--- config.mk ---
export PLATFORM = sky130hd
export DESIGN_NAME = mem_bus_arbiter
export DESIGN_NICKNAME = d
export VERILOG_FILES = /design/src/rtl/mem_bus_arbiter.sv
export SDC_FILE = /design/constraint.sdc
export NUM_CORES = 1
export LEC_CHECK = 0
export ABC_AREA = 1
export BUFFER_PORTS_ARGS = -buffer_cell sky130_fd_sc_hd__buf_2
export CORE_AREA = 2 2 116 118
export CTS_CLUSTER_SIZE = 14
export DETAILED_ROUTE_END_ITERATION = 10
export DIE_AREA = 0 0 118 120
export GPL_ROUTABILITY_DRIVEN = 0
export GPL_TIMING_DRIVEN = 0
export MAX_ROUTING_LAYER = met4
export PLACE_DENSITY = 0.78
export REMOVE_ABC_BUFFERS = 1
export SLEW_MARGIN = 30
export SYNTH_ARGS = -nofsm -noshare
export SYNTH_HDL_FRONTEND = slang
export SYNTH_SLANG_ARGS = --single-unit
--- constraint.sdc ---
create_clock -name clk -period 3.5 [get_ports clk]
set_clock_uncertainty 0.1 [all_clocks]
set_input_delay 0 -clock clk [delete_from_list [all_inputs] [get_ports clk]]
set_output_delay 0 -clock clk [all_outputs]
set_load 0.01 [all_outputs]
--- src/rtl/mem_bus_arbiter.sv ---
// Shared memory bus arbiter: grants IF or MEM, sequences the bus handshake.
// Optional macro ARB_ROUND_ROBIN_EN: alternate grants when both ports request.
module mem_bus_arbiter #(
    parameter int ADDR_W = 32,
    parameter int DATA_W = 32
) (
    input  logic                clk,
    input  logic                resetn,
    input  logic                inst_req,
    input  logic [ADDR_W-1:0]   inst_addr,
    output logic [DATA_W-1:0]   inst_rdata,
    output logic                inst_data_ok,
    input  logic                data_req,
    input  logic                data_wr,
    input  logic [DATA_W/8-1:0] data_wstrb,
    input  logic [ADDR_W-1:0]   data_addr,
    input  logic [DATA_W-1:0]   data_wdata,
    output logic [DATA_W-1:0]   data_rdata,
    output logic                data_data_ok,
    output logic                bus_req,
    output logic                bus_wr,
    output logic [DATA_W/8-1:0] bus_wstrb,
    output logic [ADDR_W-1:0]   bus_addr,
    output logic [DATA_W-1:0]   bus_wdata,
    input  logic                bus_addr_ok,
    input  logic                bus_data_ok,
    input  logic [DATA_W-1:0]   bus_rdata,
    output logic                stallreq_for_if,
    output logic                stallreq_for_mem
);

    typedef enum logic [1:0] {
        S_IDLE,
        S_ISSUE,
        S_WAIT
    } state_t;

    typedef enum logic [1:0] {
        OWN_NONE,
        OWN_INST,
        OWN_DATA
    } owner_t;

    state_t state;
    owner_t owner;
    // Set on the cycle we return to IDLE so no grant overlaps a completion.
    logic   cool;
    logic   pick_data;
    logic   pick_inst;
    logic   done;

`ifdef ARB_ROUND_ROBIN_EN
    owner_t last_grant;

    // Alternate between ports when both are pending; otherwise serve the one.
    always_comb begin
        pick_data = 1'b0;
        pick_inst = 1'b0;
        unique case (1'b1)
            (data_req & inst_req): begin
                pick_data = (last_grant == OWN_INST);
                pick_inst = (last_grant != OWN_INST);
            end
            data_req: pick_data = 1'b1;
            inst_req: pick_inst = 1'b1;
            default: ;
        endcase
    end
`else
    // MEM holds the older instruction, so it always wins a tie.
    always_comb begin
        pick_data = data_req;
        pick_inst = inst_req & ~data_req;
    end
`endif

    assign done = bus_data_ok &
                  (((state == S_ISSUE) & bus_addr_ok) | (state == S_WAIT));

    // Grant, address phase and data phase sequencing with latched bus fields.
    always_ff @(posedge clk or negedge resetn) begin
        if (!resetn) begin
            state     <= S_IDLE;
            owner     <= OWN_NONE;
            cool      <= 1'b0;
            bus_req   <= 1'b0;
            bus_wr    <= 1'b0;
            bus_wstrb <= '0;
            bus_addr  <= '0;
            bus_wdata <= '0;
`ifdef ARB_ROUND_ROBIN_EN
            last_grant <= OWN_INST;
`endif
        end else begin
            unique case (state)
                S_IDLE: begin
                    if (cool) begin
                        cool <= 1'b0;
                    end else if (pick_data) begin
                        owner     <= OWN_DATA;
                        bus_req   <= 1'b1;
                        bus_wr    <= data_wr;
                        bus_wstrb <= data_wstrb;
                        bus_addr  <= data_addr;
                        bus_wdata <= data_wdata;
                        state     <= S_ISSUE;
`ifdef ARB_ROUND_ROBIN_EN
                        last_grant <= OWN_DATA;
`endif
                    end else if (pick_inst) begin
                        owner     <= OWN_INST;
                        bus_req   <= 1'b1;
                        bus_wr    <= 1'b0;
                        bus_wstrb <= '0;
                        bus_addr  <= inst_addr;
                        state     <= S_ISSUE;
`ifdef ARB_ROUND_ROBIN_EN
                        last_grant <= OWN_INST;
`endif
                    end
                end
                S_ISSUE: begin
                    if (bus_addr_ok) begin
                        bus_req <= 1'b0;
                        state   <= bus_data_ok ? S_IDLE : S_WAIT;
                    end
                end
                S_WAIT: begin
                    if (bus_data_ok) begin
                        state <= S_IDLE;
                    end
                end
                default: state <= S_IDLE;
            endcase
            if (done) begin
                owner <= OWN_NONE;
                cool  <= 1'b1;
            end
        end
    end

    // Completion pulse and read data capture for the owner, if still asking.
    always_ff @(posedge clk or negedge resetn) begin
        if (!resetn) begin
            inst_data_ok <= 1'b0;
            data_data_ok <= 1'b0;
            inst_rdata   <= '0;
            data_rdata   <= '0;
        end else begin
            inst_data_ok <= 1'b0;
            data_data_ok <= 1'b0;
            if (done && owner == OWN_INST && inst_req) begin
                inst_data_ok <= 1'b1;
                inst_rdata   <= bus_rdata;
            end
            if (done && owner == OWN_DATA && data_req) begin
                data_data_ok <= 1'b1;
                if (!bus_wr) begin
                    data_rdata <= bus_rdata;
                end
            end
        end
    end

    assign stallreq_for_if  = inst_req & ~inst_data_ok;
    assign stallreq_for_mem = data_req & ~data_data_ok;

endmodule

==> metrics.md <==
| Metric | Value |
|---|---|
| Status | finished clean |
| Post-synthesis xor/xnor area fraction | 0% |
| Worst EP arrival | 3.12 ns |
| Clock transition at the registers of the reported paths | ~0.060 ns |
| Share of cells above drive strength 1 | between 30% and 40% |
| VDD IR-drop max | ~0.41 mV |
| Avg Cell Area, Syn | 8.81 um2 |
| Layout net count | 1196 |
| Max cap viols | 0 |
| Yosys top cell area share | between 60% and 70% |
| Depth of the most critical reg-to-reg path | 7 |
| First-pass GRT wire length | 30200 um |
| WL/cell | 15.5 um |
| Maximum clock frequency | 342 MHz |
| Worst Setup EP | inst_rdata[15]$_DFFE_PN0P_ |
| Drt first-iter violations | 469 |
| CTS H-tree depth | 4 |
| Most common cell in the synthesized netlist | nand2_1 |
| TritonCTS clock tree | done |
| Synth warn | 0 |
| Post-CTS sizing | 0 |
| P&R area growth vs syn | 62.0% |
| Non-Filler Instances | 1246 |
| Pin count of the biggest net entering global routing | 77 |
| Yosys top cell by area | dfrtp_1 |
| Relative slew slack | approximately 44% |
| Die H | about 120 um |
| Initial Util | ~44% |
| Tmin final | roughly 2.9 ns |
| Worst slew pin tran | between 0.8 and 0.9 ns |
| Vias | 6098 |
| Overflow after GRT | 0 |
| Post-DP HPWL | 11000 um |
| I/O pin count | 277 |
| Synth top cells by count | nand2_1, dfrtp_1, nand3_1, o21ai_0, or2_2 |
| Routed Antenna Nets | 0 |
| Pre-antenna DRT Iters | 5 |
| Root Driver | clkbuf_16 |
| Proportion of synthesized area in mux cells | 0% |
| Diodes inserted | 0 |
| Cts bufs inserted | 17 |
| Sequential share of the synthesized area | 61.1% |
| Slew Viols, Final | 0 |
| Async S/R FF share, synth | 100% |
| Final setup fails | 0 |
| Clock Latency Late Sink | 0.40 ns |
| Fin crit share | 83.6% |
| R2R Path Start | state[0]$_DFFE_PN0P_ |
| DR DRC count | 0 |
| Met3 Wirelength | between 1000 and 1500 um |
| Ys flop type | dfrtp_1 |
| Vias/cell | roughly 4.9 |
| CP Launch Type | flip-flop |
| CP Launch Point | state[0]$_DFFE_PN0P_ |
| FF-to-FF End | inst_rdata[15]$_DFFE_PN0P_ |
| PortBufs | 276 |
| Post-placement cell count | 1075 |
| Hold Path Class | input port to asynchronous set/reset pin |
| Post-Synth Simple-Gate Area | 28.8% |
| Cells after Synth | ~660 |
| Fin. Hold Viols | 0 |
| Drt total wl | between 15000 and 20000 um |
| Clock Path Buffers | 2 |
| Seq cells post-synth | approximately 140 |
| Antenna violations before repair | 0 |
| Pwr per Cell Area | 785 nW/um2 |
| CP max FO | 34 |
| Compound-Gate Fraction of Synth Area | 6.07% |
| Synth unique cells | 19 |
| Post-CTS setup buffer count | 0 |
| R2r setup slk | 0.57 ns |
| Wl on met1 | 7470 um |
| All-Layer GR Usage | 28.0% |
| DR WL met2 | roughly 9900 um |
| Post-Syn Area | 5770 um2 |
| Synth Area in Adders | 0% |
| Crit. End Element | flip-flop |
| Clk sinks | 141 |
| RSZ-0062 raised after global routing | false |
| Die Wd | 118 um |
| Vias in the first global route | approximately 6100 |
| Final hold slack | roughly 0.022 ns |
| Hold buffer count at cts | roughly 140 |
| Main combinational cell family by area after synthesis | simple AND/OR/NAND/NOR gates |
| Die area | roughly 14000 um2 |
| Cell Rows | 42 |
| EDFF count, synth | 0 |
| Top sig layer | met4 |
| Largest cells by area after synthesis | dfrtp_1, nand2_1, nand3_1 |
| Leakage power | 0.00514 uW |
| Worst EP required | 3.69 ns |
| Core area | approximately 13000 um2 |
| WS Path Type | flip-flop to flip-flop |
[how the worst min path moves through the flow]
stage	startpoint	endpoint	cells after the start
floorplan	resetn	bus_addr[0]$_DFFE_PN0P_	0
global placement	data_wdata[10]	bus_wdata[10]$_DFFE_PN0P_	3
detailed placement	resetn	data_rdata[8]$_DFFE_PN0P_	1
CTS	resetn	data_rdata[8]$_DFFE_PN0P_	2
global route	resetn	inst_rdata[2]$_DFFE_PN0P_	2
finish	resetn	inst_rdata[8]$_DFFE_PN0P_	2
[power by group]
| part | internal, uW | total [uW] | leakage (uW) | switching (uW) |
|---|---|---|---|---|
| logic | 1070 | 2720 | 0.00305 | 1650 |
| clock network | 1230 | 1890 | 0.000307 | 660 |
| registers | 2350 | 2740 | 0.00179 | 383 |
[placed cells by master (no fill, tap or decap), drive strengths merged]
cell type	synthesis	layout
a21oi	2	2
buf	24	282
bufinv	0	4
clkbuf	14	21
clkinv	1	8
clkinvlp	0	1
dfrtp	141	141
dlygate4sd3	0	139
inv	12	11
nand2	282	282
nand3	67	67
nand4	1	1
nor2	10	10
nor3	1	1
o21ai	68	68
or2	32	32
[state kept, by name (all words and copies together) (netlist names)]
signal and cells:
data_rdata 32, bus_wdata 32, state 2, inst_rdata 32, cool 1, bus_wstrb 4
owner 2, inst_data_ok 1, data_data_ok 1, bus_wr 1, bus_addr 32, bus_req 1
[cells by family after synthesis]
logic type	after synthesis
AOI/OAI and AO/OA	70
buffers and inverters	51
DFF	141
and+or+nand+nor	393
[stage by stage]
stage	area [um2]	TNS (ns)	util [%]	total power, uW	setup slack, ns
floorplan	5590	0	-	4020	0.448
global placement	7190	-50.64	55.4	5140	-1.46
detailed placement	7340	0	56.5	5260	1.09
CTS	9350	0	72.1	7320	0.579
global route	9350	0	72.1	7790	0.348
finish	9350	0	72.1	7340	0.573
[worst max-delay path: stages, from the launching register on]
cell           delay, ns
dfrtp_1             0.42
a21oi_1             0.18
dlygate4sd3_1       0.58
nand2_2             0.10
inv_2               0.50
nand2_2             0.61
nand2_1             0.20
nand2_1             0.08
[final cells by class]
type	instances	area (um2)
clock buffers	21	460
clock inverters	11	165
fillers	911	3630
inverters	13	50.0
multi-input cells	463	2030
flip-flops and latches	141	3530
well taps	176	220
repair buffers	421	2890
[per-layer routing]
layer,global-route usage [%],vias up
li1,-,2888
met1,31.3,2830
met2,47.3,304
met3,5.51,76
met4,15.5,0
met5,-,-
(Power assumes the default switching activity.)
